**src/rtl/spi_oled_slave_pkg.sv**
```systemverilog
// Shared types and constants for the SPI OLED receiver: SSD1306 address-command
// decode and the layout of one queued receive entry.
package spi_oled_pkg;

  localparam logic [7:0] CMD_COL_LO      = 8'h00;
  localparam logic [7:0] CMD_COL_LO_MASK = 8'hF0;
  localparam logic [7:0] CMD_COL_HI      = 8'h10;
  localparam logic [7:0] CMD_COL_HI_MASK = 8'hF8;
  localparam logic [7:0] CMD_PAGE        = 8'hB0;
  localparam logic [7:0] CMD_PAGE_MASK   = 8'hF8;

  localparam int ENTRY_W = 1 + 8 + 7 + 3;

  typedef struct packed {
    logic       dc;
    logic [7:0] data;
    logic [6:0] col;
    logic [2:0] page;
  } rx_entry_t;

  typedef enum logic [1:0] {
    CMD_OTHER,
    CMD_SET_COL_LO,
    CMD_SET_COL_HI,
    CMD_SET_PAGE
  } cmd_kind_e;

  function automatic cmd_kind_e decode_cmd(input logic [7:0] b);
    cmd_kind_e k;
    k = CMD_OTHER;
    if ((b & CMD_COL_LO_MASK) == CMD_COL_LO)      k = CMD_SET_COL_LO;
    else if ((b & CMD_COL_HI_MASK) == CMD_COL_HI) k = CMD_SET_COL_HI;
    else if ((b & CMD_PAGE_MASK) == CMD_PAGE)     k = CMD_SET_PAGE;
    return k;
  endfunction

endpackage

```
**src/rtl/spi_oled_slave_if.sv**
```systemverilog
// SPI pins plus the receive-side valid/ready port of the OLED receiver.
// Handshake: an entry transfers on any clk edge where rx_valid && rx_ready;
// rx_valid never depends on rx_ready, and rx_ready with rx_valid low is ignored.
interface spi_oled_slave_if;
  logic       spi_cs;
  logic       spi_sck;
  logic       spi_dc;
  logic       spi_mosi;
  logic       rx_valid;
  logic       rx_ready;
  logic [7:0] rx_data;
  logic       rx_dc;
  logic [6:0] rx_col;
  logic [2:0] rx_page;
  logic       frame_err;
  logic       overflow;

  modport slave (
    input  spi_cs, spi_sck, spi_dc, spi_mosi, rx_ready,
    output rx_valid, rx_data, rx_dc, rx_col, rx_page, frame_err, overflow
  );

  modport master (
    output spi_cs, spi_sck, spi_dc, spi_mosi, rx_ready,
    input  rx_valid, rx_data, rx_dc, rx_col, rx_page, frame_err, overflow
  );
endinterface

```
**src/rtl/spi_oled_slave_sync_fifo.sv**
```systemverilog
// Show-ahead synchronous FIFO: o_data is the head whenever o_empty is low.
// A push into a full FIFO is accepted only if a pop happens in the same cycle.
module sync_fifo #(
  parameter int WIDTH = 19,
  parameter int DEPTH = 4
) (
  input  logic             clk,
  input  logic             rst_n,
  input  logic             i_push,
  input  logic [WIDTH-1:0] i_data,
  input  logic             i_pop,
  output logic [WIDTH-1:0] o_data,
  output logic             o_full,
  output logic             o_empty
);
  localparam int AW = $clog2(DEPTH);

  logic [WIDTH-1:0] r_mem [DEPTH];
  logic [AW-1:0]    r_wr_ptr;
  logic [AW-1:0]    r_rd_ptr;
  logic [AW:0]      r_count;
  logic             w_do_push;
  logic             w_do_pop;

  assign o_empty   = (r_count == '0);
  assign o_full    = (r_count == (AW+1)'(DEPTH));
  assign w_do_pop  = i_pop && !o_empty;
  assign w_do_push = i_push && (!o_full || w_do_pop);
  assign o_data    = r_mem[r_rd_ptr];

  always_ff @(posedge clk) begin
    if (w_do_push) r_mem[r_wr_ptr] <= i_data;
  end

  always_ff @(posedge clk or negedge rst_n) begin
    if (!rst_n) begin
      r_wr_ptr <= '0;
      r_rd_ptr <= '0;
      r_count  <= '0;
    end else begin
      if (w_do_push) r_wr_ptr <= r_wr_ptr + 1'b1;
      if (w_do_pop)  r_rd_ptr <= r_rd_ptr + 1'b1;
      case ({w_do_push, w_do_pop})
        2'b10:   r_count <= r_count + 1'b1;
        2'b01:   r_count <= r_count - 1'b1;
        default: r_count <= r_count;
      endcase
    end
  end
endmodule

```
**src/rtl/spi_oled_slave.sv**
```systemverilog
// SPI mode-0 receiver for the OLED link: oversampled pins, MSB-first byte
// assembly, GDDRAM column/page tracking and a tagged output FIFO.
module spi_oled_slave
  import spi_oled_pkg::*;
#(
  parameter int FIFO_DEPTH = 4,
  parameter int COLS       = 128,
  parameter int PAGES      = 8
) (
  input  logic             clk,
  input  logic             rst_n,
  spi_oled_slave_if.slave  bus
);
  localparam logic [6:0] LAST_COL  = 7'(COLS - 1);
  localparam logic [2:0] LAST_PAGE = 3'(PAGES - 1);

  logic [1:0] r_cs_sync;
  logic [1:0] r_sck_sync;
  logic [1:0] r_dc_sync;
  logic [1:0] r_mosi_sync;
  logic       w_cs;
  logic       w_sck;

  logic       r_cs_d;
  logic       r_sck_d;
  logic       r_sck_rise;
  logic       r_cs_rise;
  logic       r_cs_fall;
  logic       r_dc_d;
  logic       r_mosi_d;

  logic [7:0] r_shift;
  logic [2:0] r_bit_cnt;
  logic [7:0] w_byte;
  logic       w_byte_done;
  logic       w_frame_err;
  logic       r_frame_err;

  logic [6:0] r_col;
  logic [2:0] r_page;
  rx_entry_t  w_entry;
  cmd_kind_e  w_cmd;

  logic [ENTRY_W-1:0] w_head;
  rx_entry_t          w_out;
  logic               w_full;
  logic               w_empty;
  logic               w_pop;
  logic               r_overflow;

  // CS synchronizer resets high so a released reset never looks like a frame start.
  always_ff @(posedge clk or negedge rst_n) begin
    if (!rst_n) begin
      r_cs_sync   <= 2'b11;
      r_sck_sync  <= 2'b00;
      r_dc_sync   <= 2'b00;
      r_mosi_sync <= 2'b00;
    end else begin
      r_cs_sync   <= {r_cs_sync[0],   bus.spi_cs};
      r_sck_sync  <= {r_sck_sync[0],  bus.spi_sck};
      r_dc_sync   <= {r_dc_sync[0],   bus.spi_dc};
      r_mosi_sync <= {r_mosi_sync[0], bus.spi_mosi};
    end
  end

  assign w_cs  = r_cs_sync[1];
  assign w_sck = r_sck_sync[1];

  // Edge stage: DC/MOSI are registered alongside the edge flags to stay aligned.
  always_ff @(posedge clk or negedge rst_n) begin
    if (!rst_n) begin
      r_cs_d     <= 1'b1;
      r_sck_d    <= 1'b0;
      r_sck_rise <= 1'b0;
      r_cs_rise  <= 1'b0;
      r_cs_fall  <= 1'b0;
      r_dc_d     <= 1'b0;
      r_mosi_d   <= 1'b0;
    end else begin
      r_cs_d     <= w_cs;
      r_sck_d    <= w_sck;
      r_sck_rise <= w_sck & ~r_sck_d;
      r_cs_rise  <= w_cs & ~r_cs_d;
      r_cs_fall  <= ~w_cs & r_cs_d;
      r_dc_d     <= r_dc_sync[1];
      r_mosi_d   <= r_mosi_sync[1];
    end
  end

  assign w_byte      = {r_shift[6:0], r_mosi_d};
  assign w_byte_done = r_sck_rise && !r_cs_d && !r_cs_fall && (r_bit_cnt == 3'd7);
  assign w_frame_err = r_cs_rise && (r_bit_cnt != 3'd0);

  always_ff @(posedge clk or negedge rst_n) begin
    if (!rst_n) begin
      r_shift     <= '0;
      r_bit_cnt   <= '0;
      r_frame_err <= 1'b0;
    end else begin
      r_frame_err <= w_frame_err;
      if (r_cs_d || r_cs_fall) begin
        r_bit_cnt <= '0;
      end else if (r_sck_rise) begin
        r_shift   <= w_byte;
        r_bit_cnt <= r_bit_cnt + 1'b1;
      end
    end
  end

  assign w_cmd        = decode_cmd(w_byte);
  assign w_entry.dc   = r_dc_d;
  assign w_entry.data = w_byte;
  assign w_entry.col  = r_col;
  assign w_entry.page = r_page;

  // The address advances on every completed byte, even one the FIFO drops.
  always_ff @(posedge clk or negedge rst_n) begin
    if (!rst_n) begin
      r_col  <= '0;
      r_page <= '0;
    end else if (w_byte_done) begin
      if (r_dc_d) begin
        if (r_col == LAST_COL) begin
          r_col  <= '0;
          r_page <= (r_page == LAST_PAGE) ? 3'd0 : r_page + 1'b1;
        end else begin
          r_col <= r_col + 1'b1;
        end
      end else begin
        case (w_cmd)
          CMD_SET_COL_LO: r_col[3:0] <= w_byte[3:0];
          CMD_SET_COL_HI: r_col[6:4] <= w_byte[2:0];
          CMD_SET_PAGE:   r_page     <= w_byte[2:0];
          default:        ;
        endcase
      end
    end
  end

  sync_fifo #(
    .WIDTH (ENTRY_W),
    .DEPTH (FIFO_DEPTH)
  ) u_fifo (
    .clk     (clk),
    .rst_n   (rst_n),
    .i_push  (w_byte_done),
    .i_data  (w_entry),
    .i_pop   (w_pop),
    .o_data  (w_head),
    .o_full  (w_full),
    .o_empty (w_empty)
  );

  assign w_pop = !w_empty && bus.rx_ready;

  always_ff @(posedge clk or negedge rst_n) begin
    if (!rst_n) begin
      r_overflow <= 1'b0;
    end else if (w_byte_done && w_full && !w_pop) begin
      r_overflow <= 1'b1;
    end
  end

  // Outputs read as zero while empty so the idle bus matches the reset state.
  assign w_out         = w_empty ? '0 : rx_entry_t'(w_head);
  assign bus.rx_valid  = !w_empty;
  assign bus.rx_data   = w_out.data;
  assign bus.rx_dc     = w_out.dc;
  assign bus.rx_col    = w_out.col;
  assign bus.rx_page   = w_out.page;
  assign bus.frame_err = r_frame_err;
  assign bus.overflow  = r_overflow;
endmodule

```
**src/flat_wrapper.sv**
```systemverilog
// flat-port wrapper written by rule: the top's interface ports become plain ports
module spi_oled_slave_flat import spi_oled_pkg::*;
#(
  parameter int FIFO_DEPTH = 4,
  parameter int COLS       = 128,
  parameter int PAGES      = 8
)
  (clk, rst_n, bus_spi_cs, bus_spi_sck, bus_spi_dc, bus_spi_mosi, bus_rx_ready, bus_rx_valid, bus_rx_data, bus_rx_dc, bus_rx_col, bus_rx_page, bus_frame_err, bus_overflow);
  spi_oled_slave_if bus_i ();
  input  logic clk;
  input  logic rst_n;
  input wire logic [$bits(bus_i.spi_cs)-1:0] bus_spi_cs;
  input wire logic [$bits(bus_i.spi_sck)-1:0] bus_spi_sck;
  input wire logic [$bits(bus_i.spi_dc)-1:0] bus_spi_dc;
  input wire logic [$bits(bus_i.spi_mosi)-1:0] bus_spi_mosi;
  input wire logic [$bits(bus_i.rx_ready)-1:0] bus_rx_ready;
  output wire logic [$bits(bus_i.rx_valid)-1:0] bus_rx_valid;
  output wire logic [$bits(bus_i.rx_data)-1:0] bus_rx_data;
  output wire logic [$bits(bus_i.rx_dc)-1:0] bus_rx_dc;
  output wire logic [$bits(bus_i.rx_col)-1:0] bus_rx_col;
  output wire logic [$bits(bus_i.rx_page)-1:0] bus_rx_page;
  output wire logic [$bits(bus_i.frame_err)-1:0] bus_frame_err;
  output wire logic [$bits(bus_i.overflow)-1:0] bus_overflow;
  assign bus_i.spi_cs = bus_spi_cs;
  assign bus_i.spi_sck = bus_spi_sck;
  assign bus_i.spi_dc = bus_spi_dc;
  assign bus_i.spi_mosi = bus_spi_mosi;
  assign bus_i.rx_ready = bus_rx_ready;
  assign bus_rx_valid = bus_i.rx_valid;
  assign bus_rx_data = bus_i.rx_data;
  assign bus_rx_dc = bus_i.rx_dc;
  assign bus_rx_col = bus_i.rx_col;
  assign bus_rx_page = bus_i.rx_page;
  assign bus_frame_err = bus_i.frame_err;
  assign bus_overflow = bus_i.overflow;
  spi_oled_slave #(.FIFO_DEPTH(FIFO_DEPTH), .COLS(COLS), .PAGES(PAGES)) u_core (.clk(clk), .rst_n(rst_n), .bus(bus_i));
endmodule
```
**config.mk**
```make
export PLATFORM = sky130hd
export DESIGN_NAME = spi_oled_slave_flat
export DESIGN_NICKNAME = d
export VERILOG_FILES = /design/src/rtl/spi_oled_slave_pkg.sv /design/src/rtl/spi_oled_slave_if.sv /design/src/rtl/spi_oled_slave_sync_fifo.sv /design/src/rtl/spi_oled_slave.sv /design/src/flat_wrapper.sv
export SDC_FILE = /design/constraint.sdc
export NUM_CORES = 1
export LEC_CHECK = 0
export CORE_UTILIZATION = 50
export CTS_CLUSTER_DIAMETER = 100
export DETAILED_ROUTE_END_ITERATION = 12
export GPL_ROUTABILITY_DRIVEN = 0
export PLACE_DENSITY = 0.69
export SLEW_MARGIN = 20
export SYNTH_ARGS = -nofsm -noshare
export SYNTH_HDL_FRONTEND = slang
export SYNTH_SLANG_ARGS = --single-unit
```
**constraint.sdc**
```tcl
create_clock -name clk -period 5.12 [get_ports clk]
set_input_delay 1.28 -clock clk [delete_from_list [all_inputs] [get_ports clk]]
set_output_delay 1.28 -clock clk [all_outputs]
set_load 0.005 [all_outputs]
```
==> results.ini <==
[placement]
dpl_cell_area_sq_mm=0.00540
place_hpwl_um=4970
portBuffers=28

[clock_tree]
cts_buffers=17
postCtsHoldBufs=0
cts_tree=built
cts_max_path_buffers=2
cts.clk_slew.worst_paths_ns=0.05
clock_latency_ns=0.51
clock_tree.root_cell=clkbuf_8
cts_resized=0
post_cts.repair.setup_buffers=0
clock_sinks=120
htree_levels=4

[critical_path]
cp-end-kind=primary output
crit_slowest_cell=dfrtp_1
rr_startpoint=u_core.r_bit_cnt[0]
cp_num_buf_inv=2
crit_start=u_core.u_fifo.r_rd_ptr[0]
cp-start-kind=flop
worstReg2RegEnd=u_core.u_fifo.r_count[2]
required_ns=3.84
path_max_fanout=13
crit_type=reg -> out
crit_path_max_incr_delay_ns=0.62
worstPathArrival_ns=2.67
reg2reg_slack_ns=2.45
cp_num_cells=4
crit_path_end=bus_rx_data[5]
crit_chain=buf_4 -> mux4_2 -> and2_1 -> clkdlybuf4s50_1
reg2reg_depth=7
crit_family=buffers and inverters

[timing]
fmax_mhz=253
hold_violations=0
tightestPinTransition_ns=0.908
fin_hold_ws_ns=0.349
final.setup.tns_ns=0
slew_headroom_pct=39.5
slew_viol_final=0
finalCriticalPeriod_ns=3.95
grt_setup_unrepaired=false
min_period_over_period_pct=77.2
finalSetupViolCount=0
finClkSkew_ns=0.0144

[die]
dieArea_sq_mm=0.0104
die_w_um=102
core_area_sq_mm=0.00973
initial_core_util_pct=51.4
pin_count=29
row_count=36
dieHeight_um=102

[drt]
drtAntennaViolNets=0
drc_errors=0
num_vias=2648
drt-total-wl_um=8190
via_per_inst=5.40
wire_per_inst_um=16.7
dr.pass1.iters=4
first_iter_violations=127

[logic_synthesis]
yosysUniqueCellTypes=52
synth_top_family_by_area=multiplexers
ys.flop_type=edfxtp_1
synth_cells=307
synth_compound_area_share_pct=4.83
synth-seq-area-share_pct=67.8
synthXorXnorAreaFrac_pct=1.05
synth_edf_count=76
synth-simple-area-share_pct=8.81
syn-num-nets=325
muxShareOfSynthArea_pct=12.3
ys_seq_elements=120
netlist_area_sq_mm=0.00500
yosysWarnings=0
synth-async-reset-ratio_pct=36.7
synthAdderAreaFrac_pct=2.90
postSynthAreaPerCell_sq_um=16.3

[cells_and_area]
utilization_pct=61.6
drive_above_1_share_pct=21.6
n_antenna_cell=0
stdcell_area_sq_mm=0.00599
layout_commonest_cell=edfxtp_1
nNetsFinal=362
layout_common_cells=edfxtp_1 (76), dfrtp_1 (41), clkdlybuf4s50_1 (27)
area.growth.synth_to_final_pct=19.9

[grt]
grt_max_degree=45
grt_use_total_pct=17.8
antenna_found_initial=0
grt_pass1_vias=2611
grt_pass1_wl_um=13400
grt_overflow_total=0

[power_and_ir_drop]
cellLeakagePower_nw=2.19
power-per-cell-area_mw_per_mm2=501
peakVddDrop_mv=0.271

[flow_run]
maxCapViolCount=0

[worst_hold_path]
hp-class=reg -> reg
worstHoldStart=u_core.r_mosi_sync[0]

[run_status]
status=finished, final reports clean

==> flip-flops by register name, indices dropped and copies added, names as in the netlist, 3 cells and up <==
name	cells
u_core.r_col	7
u_core.r_page	3
u_core.r_shift	7
u_core.u_fifo.r_mem	76
u_core.r_bit_cnt	3
u_core.u_fifo.r_count	3
==> stage by stage <==
stage / power [mW] / worst slack [ns] / instances
finish: 3.00 / 1.17 / 490
global route: 3.13 / 0.993 / 490
CTS: 3.04 / 1.10 / 490
detailed placement: 1.87 / 1.60 / 458
global placement: 1.86 / 1.65 / 458
floorplan: 1.59 / 2.20 / 307
==> routing by layer <==
layer  part of all wire (%)  up-vias  GRT usage (%)
met3                    2.5       10           4.45
met1                     45     1356           23.3
met4                    1.4        0           8.57
li1                       -     1239              -
met2                     51       43           28.0
met5                      0        -              0
==> cell usage after synthesis (2+ instances only) <==
library cell / n / area (sq um)
edfxtp_1: 76 / 2280
buf_6: 2 / 22.5
nor4_1: 2 / 12.5
o31ai_1: 2 / 15.0
mux2_2: 14 / 158
nor2_1: 7 / 26.3
xnor2_1: 6 / 52.6
nand3_1: 7 / 35.0
or3_1: 2 / 12.5
buf_2: 4 / 20.0
mux4_2: 19 / 428
clkbuf_1: 8 / 30.0
a21o_1: 2 / 15.0
o211ai_1: 2 / 15.0
and3_1: 2 / 12.5
ha_1: 10 / 125
a21oi_1: 2 / 10.0
dfrtp_1: 41 / 1030
nor3_1: 5 / 25.0
and2_1: 24 / 150
nand2_1: 10 / 37.5
nor2b_1: 4 / 25.0
o21ai_1: 2 / 10.0
dfstp_2: 3 / 78.8
nand2b_1: 2 / 12.5
mux2i_1: 3 / 30.0
o21ai_0: 10 / 50.1
a31oi_1: 3 / 18.8
inv_1: 10 / 37.5
==> worst min path at each step <==
stage                                 end  slack (ns)  cells after the start
detailed placement  u_core.r_mosi_sync[1]        0.34                      0
finish              u_core.r_mosi_sync[1]        0.35                      0
floorplan                   u_core.r_dc_d        0.33                      0
global route        u_core.r_mosi_sync[1]        0.35                      0
global placement      u_core.r_dc_sync[1]        0.33                      0
CTS                 u_core.r_mosi_sync[1]        0.35                      0
==> power breakdown <==
| group | internal [mW] | total [mW] | switching, mW |
|---|---|---|---|
| Combinational | 0.398 | 0.607 | 0.209 |
| Clock | 0.744 | 1.17 | 0.422 |
| Sequential | 1.10 | 1.23 | 0.130 |
| Total | 2.24 | 3.00 | 0.761 |
==> cell type report <==
type	count	area, sq um
Sequential cell	120	3390
Timing Repair Buffer	33	315
Multi-Input combinational cell	162	1500
Fill cell	742	3740
Clock buffer	18	418
Inverter	10	37.5
Tap cell	133	166
Clock inverter	14	173
==> cell families after synthesis <==
kind of cell / Yosys count
AOI/OAI and AO/OA: 35
xor gates and xnor gates: 6
adders and majority gates: 11
buffers and inverters: 25
DFF: 120
muxes: 36
and+or+nand+nor: 74
==> worst register-to-register path, cell delays in order (launching register included) <==
cell and delay [ns]:
dfrtp_1 0.41, ha_1 0.21, ha_1 0.20, nand4bb_1 0.39, nand3_1 0.16, fa_1 0.46, or3_1 0.39, a311o_1 0.36
No activity file was read; power rests on OpenSTA's default activity.
